## src/rtl/square_wave_pkg.sv

```systemverilog
`default_nettype none
// ============================================================================
// Module   : square_wave_pkg
// Purpose  : Constants shared by the square wave generator and the
//            measurement block. Keeping the unit size and period width in one
//            place means loopback units match by construction. The package
//            also holds the measurement FSM state encoding.
// Revision : 1.0  initial release
// ============================================================================
package square_wave_pkg;

    // One unit is this many clocks: 100 ns at a 10 ns clock.
    localparam int c_unit_cycles = 10;
    // Width of the on/off period fields, in units.
    localparam int c_period_w    = 4;

    // Measurement FSM state encoding.
    localparam int         c_state_w   = 2;
    localparam logic [1:0] c_st_settle = 2'd0;
    localparam logic [1:0] c_st_arm    = 2'd1;
    localparam logic [1:0] c_st_high   = 2'd2;
    localparam logic [1:0] c_st_low    = 2'd3;

endpackage
`default_nettype wire

```

## src/rtl/sync_edge_det.sv

```systemverilog
`default_nettype none
// ============================================================================
// Module   : sync_edge_det
// Purpose  : Brings an asynchronous input into the clk domain through a
//            SYNC_STAGES flop chain. It then produces registered single-cycle
//            rise and fall strobes.
// Ports    : clk      system clock
//            reset    synchronous active-high reset
//            i_signal asynchronous input
//            o_rise   one-cycle strobe on a synchronized 0->1 transition
//            o_fall   one-cycle strobe on a synchronized 1->0 transition
// Revision : 1.0  initial release
// ============================================================================
module sync_edge_det #(
    parameter int SYNC_STAGES = 2
) (
    input  logic clk,
    input  logic reset,
    input  logic i_signal,
    output logic o_rise,
    output logic o_fall
);

    logic [SYNC_STAGES-1:0] r_sync;
    logic                   r_s_d;
    logic                   r_rise;
    logic                   r_fall;
    logic                   w_s;

    assign w_s = r_sync[SYNC_STAGES-1];

    always_ff @(posedge clk) begin
        if (reset) begin
            r_sync <= '0;
            r_s_d  <= 1'b0;
            r_rise <= 1'b0;
            r_fall <= 1'b0;
        end else begin
            r_sync <= {r_sync[SYNC_STAGES-2:0], i_signal};
            r_s_d  <= w_s;
            r_rise <= w_s & ~r_s_d;
            r_fall <= ~w_s & r_s_d;
        end
    end

    assign o_rise = r_rise;
    assign o_fall = r_fall;

endmodule
`default_nettype wire

```

## src/rtl/square_wave_meas.sv

```systemverilog
`default_nettype none
// ============================================================================
// Module   : square_wave_meas
// Purpose  : Measures the high and low phase lengths of an asynchronous
//            square wave in units of UNIT_CYCLES clocks, rounded to the
//            nearest unit and saturating at 2^W-1. It publishes one matched
//            on/off pair per complete period (rise, fall, rise).
// Ports    : clk         system clock
//            reset       synchronous active-high reset
//            signal      asynchronous square wave under measurement
//            on_period   last measured high-phase length (units)
//            off_period  last measured low-phase length (units)
//            done        one-cycle pulse when the period outputs update
//            ovf         with done: a phase of that period saturated
//            stuck       current phase has saturated without an edge
// Revision : 1.0  initial release
// ============================================================================
module square_wave_meas
    import square_wave_pkg::*;
#(
    parameter int UNIT_CYCLES = c_unit_cycles,
    parameter int W           = c_period_w,
    parameter int SYNC_STAGES = 2
) (
    input  logic         clk,
    input  logic         reset,
    input  logic         signal,
    output logic [W-1:0] on_period,
    output logic [W-1:0] off_period,
    output logic         done,
    output logic         ovf,
    output logic         stuck
);

    localparam int            c_pw          = $clog2(UNIT_CYCLES);
    localparam int            c_sw          = $clog2(SYNC_STAGES + 2);
    localparam logic [c_pw-1:0] c_presc_half = c_pw'(UNIT_CYCLES / 2);
    localparam logic [c_pw-1:0] c_presc_last = c_pw'(UNIT_CYCLES - 1);
    localparam logic [c_sw-1:0] c_settle_end = c_sw'(SYNC_STAGES + 1);
    localparam logic [W-1:0]  c_units_max   = '1;

    logic w_rise;
    logic w_fall;

    sync_edge_det #(
        .SYNC_STAGES (SYNC_STAGES)
    ) u_sync_edge_det (
        .clk      (clk),
        .reset    (reset),
        .i_signal (signal),
        .o_rise   (w_rise),
        .o_fall   (w_fall)
    );

    logic [c_state_w-1:0] r_state;
    logic [c_state_w-1:0] w_state_next;
    logic [c_sw-1:0]      r_settle_cnt;
    logic [c_pw-1:0]      r_presc;
    logic [W-1:0]         r_units;
    logic [W-1:0]         r_on_hold;
    logic [W-1:0]         r_on_period;
    logic [W-1:0]         r_off_period;
    logic                 r_done;
    logic                 r_ovf;
    logic                 r_stuck;

    logic                 w_clear;
    logic                 w_latch_on;
    logic                 w_publish;
    logic                 w_tick;
    logic [W-1:0]         w_units_inc;

    // The prescaler starts at half a unit after each edge, so each unit
    // boundary is crossed at the midpoint. The count including the current
    // cycle is therefore the phase length rounded to the nearest unit.
    assign w_tick      = (r_presc == c_presc_last);
    assign w_units_inc = (w_tick && (r_units != c_units_max)) ? r_units + W'(1) : r_units;

    always_ff @(posedge clk) begin
        if (reset) begin
            r_state <= c_st_settle;
        end else begin
            r_state <= w_state_next;
        end
    end

    always_comb begin
        w_state_next = r_state;
        w_clear      = 1'b0;
        w_latch_on   = 1'b0;
        w_publish    = 1'b0;
        case (r_state)
            // The counters stay cleared here, so the unit counter begins a
            // fresh phase on entry to ARM. An edge produced by the synchronizer
            // leaving its reset value is dropped here.
            c_st_settle: begin
                w_clear = 1'b1;
                if (r_settle_cnt == c_settle_end) begin
                    w_state_next = c_st_arm;
                end
            end
            c_st_arm: begin
                if (w_rise) begin
                    w_clear      = 1'b1;
                    w_state_next = c_st_high;
                end
            end
            c_st_high: begin
                if (w_fall) begin
                    w_latch_on   = 1'b1;
                    w_clear      = 1'b1;
                    w_state_next = c_st_low;
                end
            end
            c_st_low: begin
                if (w_rise) begin
                    w_publish    = 1'b1;
                    w_clear      = 1'b1;
                    w_state_next = c_st_high;
                end
            end
            default: begin
                w_state_next = c_st_settle;
            end
        endcase
    end

    always_ff @(posedge clk) begin
        if (reset) begin
            r_settle_cnt <= '0;
            r_presc      <= '0;
            r_units      <= '0;
            r_on_hold    <= '0;
            r_on_period  <= '0;
            r_off_period <= '0;
            r_done       <= 1'b0;
            r_ovf        <= 1'b0;
            r_stuck      <= 1'b0;
        end else begin
            r_done <= 1'b0;

            if (r_state == c_st_settle) begin
                r_settle_cnt <= r_settle_cnt + c_sw'(1);
            end

            if (w_clear) begin
                r_presc <= c_presc_half;
                r_units <= '0;
                r_stuck <= 1'b0;
            end else begin
                r_presc <= w_tick ? '0 : r_presc + c_pw'(1);
                r_units <= w_units_inc;
                r_stuck <= (w_units_inc == c_units_max);
            end

            if (w_latch_on) begin
                r_on_hold <= w_units_inc;
            end

            if (w_publish) begin
                r_on_period  <= r_on_hold;
                r_off_period <= w_units_inc;
                r_ovf        <= (r_on_hold == c_units_max) | (w_units_inc == c_units_max);
                r_done       <= 1'b1;
            end
        end
    end

    assign on_period  = r_on_period;
    assign off_period = r_off_period;
    assign done       = r_done;
    assign ovf        = r_ovf;
    assign stuck      = r_stuck;

endmodule
`default_nettype wire

```

## config.mk

```make
export PLATFORM = sky130hd
export DESIGN_NAME = square_wave_meas
export DESIGN_NICKNAME = d
export VERILOG_FILES = /design/src/rtl/square_wave_pkg.sv /design/src/rtl/sync_edge_det.sv /design/src/rtl/square_wave_meas.sv
export SDC_FILE = /design/constraint.sdc
export NUM_CORES = 1
export LEC_CHECK = 0
export BUFFER_PORTS_ARGS = -buffer_cell sky130_fd_sc_hd__buf_2
export CAP_MARGIN = 40
export CELL_PAD_IN_SITES_DETAIL_PLACEMENT = 0
export CELL_PAD_IN_SITES_GLOBAL_PLACEMENT = 2
export CORE_MARGIN = 2
export CORE_UTILIZATION = 37
export DETAILED_ROUTE_END_ITERATION = 8
export GPL_TIMING_DRIVEN = 0
export PLACE_DENSITY_LB_ADDON = 0.25
export REMOVE_ABC_BUFFERS = 1
export SLEW_MARGIN = 15
export SYNTH_ARGS = -nofsm -noshare
export SYNTH_HDL_FRONTEND = slang
export SYNTH_HIERARCHICAL = 1
export SYNTH_SLANG_ARGS = --single-unit
```

## constraint.sdc

```tcl
create_clock -name clk -period 2.3 [get_ports clk]
set_input_delay 0.46 -clock clk [delete_from_list [all_inputs] [get_ports clk]]
set_output_delay 0.46 -clock clk [all_outputs]
set_load 0.02 [all_outputs]
```

---- Word level (Yosys, flattened, before mapping) ----
Index checks and enable logic that the tools add are counted.
storage, ports and cells
  register bits ........................... 32
  bits in latches ......................... 0
  memory bits (writable) .................. 0
  ROM bits ................................ 0
  input port bits ......................... 3
  logic and storage cells ................. 53
  memories kept ........................... 0
cells by class
  $add $sub $neg .......................... 3
  multiply operators ...................... 0
  divide/modulo/power cells ............... 0
  $lt $le $gt $ge ......................... 0
  eq/ne operators ......................... 11
  shifts and indexed selects .............. 0
  mux-type cells .......................... 13
  bitwise gates (word level) .............. 5
  reductions and logical operators ........ 6
operator list
  kind                                                 number
  equality test 4 bit, second input constant           3
  adder 4 x 1 -> 4 bit, second input constant          2
  equality test 2 bit, second input constant           3
  two-way mux 2 bit                                    3
  two-way mux 3 bit                                    2
  case mux 2 bit (3 select lines)                      1
  two-way mux 1 bit                                    5
  two-way mux 4 bit                                    1
  != test 2 x 1 -> 1 bit, second input constant        2
  != test 4 bit, second input constant                 1
  OR reduction 2 bit                                   2
  case mux 1 bit (3 select lines)                      1
  AND reduction 3 bit                                  1
  OR reduction 3 bit                                   1
  adder 2 x 1 -> 2 bit, second input constant          1
  AND 1 bit                                            2
  equality test 2 x 1 -> 1 bit, second input constant  1
  zero test 2 bit                                      1
  != test 2 bit, second input constant                 1
  inverter 1 bit                                       2
  logical AND 1 bit                                    1
  bitwise OR 1 bit                                     1

---- Logic depth before layout (Yosys ltp) ----
Gate-level depths: netlist (run 1).
  word-level depth ........................ 5
  depth in mapped cells ................... 6
  mapped depth without buffers ............ 6

---- Cells and area by module ----
The synthesis (run 1) kept the hierarchy.
by module, submodules not included
  module            instances  cells an instance  area each (um^2)  seq. area each (um^2)
  square_wave_meas  1          122                1099.8            540.5
  sync_edge_det     1          10                 133.9             100.1

---- Worst setup path before layout (run 1) ----
OpenSTA, ideal clock, no wires.
  path kind ............................... register to register
  start point ............................. reg r_presc[1]
  end point ............................... reg r_stuck (netlist: stuck)
  library setup time ...................... 114 ps
  arrival time ............................ 1300 ps
  path slack .............................. 887 ps
  cell stages (with the launch flop) ...... 7
  buffers on the path ..................... 0
  clock period less this slack ............ 1413 ps
  cell sequence ........................... dfxtp_1 inv_1 ha_1 nand4b_1 mux2_2 and3_1 nor2b_1
on the way
  longest elaborated chain between the ends .. 4
RTL lines
  what                    RTL line                 text
  from (decl)             square_wave_meas.sv:58   logic [c_pw-1:0] r_presc;
  from (signal assigned)  square_wave_meas.sv:147  r_presc <= c_presc_half;
  from (signal assigned)  square_wave_meas.sv:151  r_presc <= w_tick ? '0 : r_presc + c_pw'(1);
  equality test 4 bit     square_wave_meas.sv:76   assign w_tick = (r_presc == c_presc_last);
  logical AND 1 bit       square_wave_meas.sv:77   assign w_units_inc = (w_tick && (r_units != c_units_max)) ? r_units + W'(1) : r_units;
  two-way mux 4 bit       square_wave_meas.sv:77
  equality test 4 bit     square_wave_meas.sv:153  r_stuck <= (w_units_inc == c_units_max);
  to (signal assigned)    square_wave_meas.sv:153
  to (decl)               square_wave_meas.sv:65   logic r_stuck;
No other way between the ends.
A chain may end at the register's enable or synchronous reset.

---- Final worst setup path (run 1) ----
  start point ............................. reg r_presc[0]
  end point ............................... reg r_off_period[1] (netlist: off_period[1])
on the way
  longest elaborated chain between the ends .. 3
RTL lines
  what                  RTL line                 text
  equality test 4 bit   square_wave_meas.sv:76
  logical AND 1 bit     square_wave_meas.sv:77
  two-way mux 4 bit     square_wave_meas.sv:77
  to (signal assigned)  square_wave_meas.sv:162  r_off_period <= w_units_inc;
  to (decl)             square_wave_meas.sv:62   logic [W-1:0] r_off_period;
No other way between the ends.

==> qor.txt, run 1 <==
result of the run: completed
number of instances in the synthesized netlist: 132
antenna-violating nets left: 0
Crit-path slowest cell: sky130_fd_sc_hd__dfxtp_1
core outline area: 0.00310 sq mm
Peak Freq: 631 MHz
largest net degree at the start of global routing: 23
CTS tree: built
combinational share of power: 6.0%
total routed wirelength: 2.18 mm
max-slew violations: 0
Via Count: 924
hold_ws: 0.346 ns
net switching power of the design: 222 uW
Area growth syn-to-layout: 12.8%
most common flop cell mapped by yosys: sky130_fd_sc_hd__dfxtp_1
wire length of the first global-routing pass: 3.75 mm
die area: 0.00381 sq mm
antenna violations before repair: 0
number of remaining DRC errors: 0
Detail Placement HPWL: 1.58 mm
distinct cell type count of the synthesized netlist: 30
worst reg2reg path startpoint: r_presc[0]
Cells on Worst Hold Path: 2
buffers inserted during post-CTS setup optimization: 0
Synth warnings: 6
CP Data Arrival Time: 1.78 ns
Internal Power: 750 uW
number of cells on the worst reg-to-reg path: 5
Hold Violations, Final: 0
first-pass detailed-route iteration total: 4
Top Ports: 14
fraction of the yosys area taken by sequential cells: 51.9%
Placement Setup Slack: 0.706 ns
worst rel slew slack: 70.0%
ys async rst share: 0%
number of instances in the placed design: 184
Vias per Instance: 4.81
highest ir drop seen on vdd: 0.344 mV
width of the die: 61.7 um
clock input transition at the sequential cells of the worst setup and hold paths: 0.09 ns
crit-path max cell delay: 0.39 ns
cell breakdown of the critical path: ha_1 > and3b_1 > and2_4 > mux2i_1 > a21oi_1
count of hold buffers inserted by post-cts repair: 0
final-report setup violation count: 0
synthesized flop and latch total: 32
DR WL/cell: 11.4 um
Critical Path RT: 2.50 ns
worst reg2reg path endpoint: off_period[1]
Flop pwr share: 60.5%
Starting DRT DRC Count: 26
crit path buf inv count: 0
worst clock skew: 0.00675 ns
# Max-Cap Violations: 0
routability congestion estimate: 0.740
clock latency on the worst-skew pair: 0.32 ns
Total Nets Final: 154
count of flip-flops with a built-in enable after synthesis: 0
sink count of the clock tree: 32
element type at the critical path end: register
crit share post-route: 68.9%
number of instances resized during post-cts repair: 0
number of buffers created by CTS: 5
fraction of layout cells with a size suffix above 1: 16.2%
min setup slack post-route: 0.716 ns
CTS H-tree lvls: 2
setup TNS: 0 ns
cell chosen for the clock root: sky130_fd_sc_hd__clkbuf_4
portion of total power attributed to the clock network: 33.5%
endpoint of the worst hold path: u_sync_edge_det/r_sync[0]
start-to-end type of the worst setup path: reg2reg
final core utilization: 44.8%
path class of the lowest-slack min-delay path: in2reg
site row count: 20
RSZ-0062 raised after global routing: false
slew at the pin with the worst max-slew slack: 0.438 ns
largest buffer count on any clock path: 2
most common library cell in the layout ignoring fill and taps: sky130_fd_sc_hd__dfxtp_1
port bufs: 13
Inserted Diodes: 0
effective utilization at floorplan: 39.8%
Switching Fraction: 22.9%
post-synthesis instance area: 0.00123 sq mm
highest-count cells in the layout ignoring fill and taps: 32 x sky130_fd_sc_hd__dfxtp_1, 16 x sky130_fd_sc_hd__a21oi_1, 15 x sky130_fd_sc_hd__nand2_1, 13 x sky130_fd_sc_hd__buf_2, 8 x sky130_fd_sc_hd__nor2_1
CP Launch Type: register
category of cells accounting for the largest share of critical-path delay: simple AND/OR/NAND/NOR gates
Register-to-Register Setup Slack: 0.72 ns
Avg Synthesized Cell Area: 9.35 sq um
number of global-route vias before repair: 853
count of placed standard cells in the final layout, fillers left out: 192
worst-path fanout max: 4
leak pwr: 0.000546 uW
worst hold start: signal
overflow left after global routing: 0
post-layout minimum cycle time: 1.58 ns
overall global routing resource usage: 14.2%
Power Dens Cells: 699 mW/mm^2
y dimension of the die: 61.7 um
==> worst max-delay path by stage <==
stage / endpoint / depth (start not counted) / start
after floorplan: stuck / 6 / r_presc[1]
after global placement: off_period[1] / 5 / r_presc[0]
after detailed placement: off_period[1] / 5 / r_presc[0]
after CTS: off_period[1] / 5 / r_presc[0]
after global routing: off_period[1] / 5 / r_presc[0]
final: off_period[1] / 5 / r_presc[0]
==> metrics by stage <==
step	area, sq um	total power (uW)
after global routing	1390	1030
final	1390	972
after global placement	1330	656
after floorplan	1210	640
after CTS	1390	993
after detailed placement	1330	661
==> worst reg2reg max path: stages, from the launching register on <==
cell                      delay [ns]
sky130_fd_sc_hd__dfxtp_1        0.39
sky130_fd_sc_hd__ha_1           0.23
sky130_fd_sc_hd__and3b_1        0.24
sky130_fd_sc_hd__and2_4         0.19
sky130_fd_sc_hd__mux2i_1        0.30
sky130_fd_sc_hd__a21oi_1        0.12
==> flip-flops by register name (all words and copies together) (netlist names) <==
signal and flops:
off_period 4, on_period 4, r_on_hold 4, r_presc 4
r_units 4, r_settle_cnt 2, r_state 2, u_sync_edge_det/r_sync 2
done 1, ovf 1, stuck 1, u_sync_edge_det/o_fall 1
u_sync_edge_det/o_rise 1, u_sync_edge_det/r_s_d 1
==> power by group through the flow <==
stage | logic [uW] | registers, uW | clock network, uW
after floorplan | 42.7 | 597 | 0
final | 58.5 | 588 | 325
after global routing | 68.5 | 592 | 372
after detailed placement | 59.7 | 601 | 0
after CTS | 60.0 | 589 | 344
after global placement | 56.0 | 600 | 0
==> per-layer routing <==
metal  vias up  part of all wire, %  GRT usage (%)
li1        484                    -              -
met1       421                   47           16.3
met2        17                   47           22.0
met3         2                  5.0           6.21
met4         0                 0.69           8.21
met5         -                    0              0
==> cells by family after synthesis <==
family | share of synthesized area [%]
AOI/OAI and AO/OA | 11.9
xor gates and xnor gates | 1.42
adders and majority gates | 4.06
buffers and inverters | 2.33
DFF | 51.9
muxes | 5.37
and+or+nand+nor | 23.0
==> synth_stat cells (2+ instances only) <==
library cell               number  area share (%)
sky130_fd_sc_hd__buf_2          2            0.81
sky130_fd_sc_hd__or2_2          2             1.0
sky130_fd_sc_hd__inv_1          2            0.61
sky130_fd_sc_hd__a21oi_1       16             6.5
sky130_fd_sc_hd__nand2_1       15             4.6
sky130_fd_sc_hd__nor3_1         2            0.81
sky130_fd_sc_hd__nor2b_1        4             2.0
sky130_fd_sc_hd__and3_1         2             1.0
sky130_fd_sc_hd__and3b_1        2             1.4
sky130_fd_sc_hd__nand4_1        2             1.0
sky130_fd_sc_hd__clkbuf_1       3            0.91
sky130_fd_sc_hd__nand2b_1       4             2.0
sky130_fd_sc_hd__nor3b_1        2             1.2
sky130_fd_sc_hd__o21ai_0        5             2.0
sky130_fd_sc_hd__ha_1           4             4.1
sky130_fd_sc_hd__mux2i_1        4             3.2
sky130_fd_sc_hd__dfxtp_1       32              52
sky130_fd_sc_hd__nor2_1         8             2.4
sky130_fd_sc_hd__nand3b_1       2             1.2
sky130_fd_sc_hd__xnor2_1        2             1.4
sky130_fd_sc_hd__nand3_1        7             2.8
sky130_fd_sc_hd__o31ai_1        2             1.2
==> area by class of cell <==
type                       instances  area [sq um]
fill                             347          1710
sequential                        32           641
multi-input combinational         93           564
timing repair buffer              13          65.1
clock buffer                       8          58.8
tap                               44          55.1
inverter                           2          7.51
No activity file was read; power rests on OpenSTA's default activity.
==> run 2: changes to the inputs <==
--- a/config.mk
+++ b/config.mk
@@ -10,7 +10,7 @@
 export CELL_PAD_IN_SITES_DETAIL_PLACEMENT = 0
 export CELL_PAD_IN_SITES_GLOBAL_PLACEMENT = 2
 export CORE_MARGIN = 2
-export CORE_UTILIZATION = 37
+export CORE_UTILIZATION = 31
 export DETAILED_ROUTE_END_ITERATION = 8
 export GPL_TIMING_DRIVEN = 0
 export PLACE_DENSITY_LB_ADDON = 0.25
==> constraint.sdc (replaced) <==
create_clock -name clk -period 1.35 [get_ports clk]
set_input_delay 0.27 -clock clk [delete_from_list [all_inputs] [get_ports clk]]
set_output_delay 0.27 -clock clk [all_outputs]
set_load 0.02 [all_outputs]
==> qor.txt, run 2 (synthesized netlist as in run 1, its figures left out) <==
largest buffer count on any clock path: 2
number of global-route vias before repair: 952
Hold Violations, Final: 0
CP Launch Type: register
worst reg2reg path endpoint: stuck
number of buffers created by CTS: 5
number of filler instances in the final layout: 405
cell chosen for the clock root: sky130_fd_sc_hd__clkbuf_8
final-report setup violation count: 7
setup TNS: -0.116 ns
violated checks: setup timing
routability congestion estimate: 0.764
leak pwr: 0.000638 uW
Critical Path RT: 1.53 ns
number of remaining DRC errors: 0
worst clock skew: 0.00471 ns
sink count of the clock tree: 32
port bufs: 13
y dimension of the die: 67.1 um
wire length of the first global-routing pass: 4.36 mm
# Max-Cap Violations: 0
site row count: 22
largest net degree at the start of global routing: 23
Via Count: 987
Cells on Worst Hold Path: 2
Power Dens Cells: 1250 mW/mm^2
highest ir drop seen on vdd: 0.633 mV
CTS tree: built
post-layout minimum cycle time: 1.40 ns
min setup slack post-route: -0.0455 ns
worst rel slew slack: 72.6%
count of hold buffers inserted by post-cts repair: 0
RSZ-0062 raised after global routing: true
worst reg2reg path startpoint: r_presc[1]
Register-to-Register Setup Slack: -0.05 ns
Starting DRT DRC Count: 57
width of the die: 67.1 um
Area growth syn-to-layout: 31.3%
CTS H-tree lvls: 2
slew at the pin with the worst max-slew slack: 0.411 ns
Total Nets Final: 163
core outline area: 0.00374 sq mm
Detail Placement HPWL: 1.66 mm
overflow left after global routing: 0
highest-count cells in the layout ignoring fill and taps: 26 x sky130_fd_sc_hd__dfxtp_1, 14 x sky130_fd_sc_hd__nand2_1, 14 x sky130_fd_sc_hd__a21oi_1, 13 x sky130_fd_sc_hd__buf_2
CP Data Arrival Time: 1.58 ns
effective utilization at floorplan: 33.0%
result of the run: finished, violations left
crit share post-route: 103%
antenna-violating nets left: 0
hold_ws: 0.196 ns
start-to-end type of the worst setup path: reg2reg
Top Ports: 14
max-slew violations: 0
total routed wirelength: 2.53 mm
worst-path fanout max: 3
clock latency on the worst-skew pair: 0.28 ns
first-pass detailed-route iteration total: 4
endpoint of the worst hold path: u_sync_edge_det/r_sync[0]
worst hold start: signal
Vias per Instance: 4.81
Placement Setup Slack: -0.263 ns
die area: 0.00450 sq mm
element type at the critical path end: register
DR WL/cell: 12.3 um
clock input transition at the sequential cells of the worst setup and hold paths: 0.07 ns
overall global routing resource usage: 13.4%
Peak Freq: 717 MHz
number of cells on the worst reg-to-reg path: 6
path class of the lowest-slack min-delay path: in2reg
Inserted Diodes: 0
most common library cell in the layout ignoring fill and taps: sky130_fd_sc_hd__dfxtp_1
fraction of layout cells with a size suffix above 1: 33.1%
antenna violations before repair: 0
run 2: how the worst max path moves through the flow:
| stage | startpoint | endpoint |
|---|---|---|
| global route | r_presc[1] | stuck |
| detailed placement | r_presc[0] | off_period[1] |
| CTS | r_presc[1] | ovf |
| floorplan | r_presc[1] | stuck |
| finish | r_presc[1] | stuck |
| global placement | r_presc[0] | off_period[1] |
run 2: routing by layer:
| layer | wire length, um | GRT usage, % | part of all wire (%) |
|---|---|---|---|
| met1 | 1170 | 16.3 | 46 |
| met5 | 0 | 0 | 0 |
| met3 | 105 | 5.91 | 4.2 |
| met4 | 38 | 6.12 | 1.5 |
| met2 | 1210 | 20.2 | 48 |
run 2: final cells by class:
type                            instances  area (sq um)  area share [%]
Sequential cell                        32           656            40.5
Multi-Input combinational cell         93           653            40.3
Timing Repair Buffer                   22           136            8.42
Clock buffer                            6          72.6            4.48
Tap cell                               48          60.1            3.71
Clock inverter                          2          35.0            2.16
Inverter                                2          7.51           0.463
run 2: power by group:
| part | total, uW | leakage [uW] | switching [uW] | internal [uW] |
|---|---|---|---|---|
| combinational | 126 | 0.000319 | 57.5 | 68.2 |
| clock | 898 | 0.0000552 | 351 | 547 |
| sequential | 1000 | 0.000263 | 31.2 | 972 |
run 2: per-stage QoR:
stage | utilization [%] | cell area (sq um) | power [uW] | instances
floorplan | - | 1210 | 1090 | 127
global placement | 35.7 | 1340 | 1120 | 188
detailed placement | 35.7 | 1340 | 1120 | 188
CTS | 42.2 | 1580 | 2040 | 204
global route | 43.3 | 1620 | 2120 | 205
finish | 43.3 | 1620 | 2030 | 205
run 2: critical path, stage by stage (launching register included):
cell and delay, ns:
sky130_fd_sc_hd__dfxtp_2 0.32, sky130_fd_sc_hd__inv_2 0.06, sky130_fd_sc_hd__ha_4 0.13, sky130_fd_sc_hd__nand4b_1 0.14
sky130_fd_sc_hd__mux2_4 0.35, sky130_fd_sc_hd__and3_1 0.18, sky130_fd_sc_hd__nor2b_1 0.12
run 2: timing repair:
item / 4_1_cts / 5_1_grt
pin swaps: 8 / 7
gates cloned: 0 / 0
gates resized for setup: 21 / 8
setup endpoints to repair: 15 / 20
buffers inserted: 8 / 1
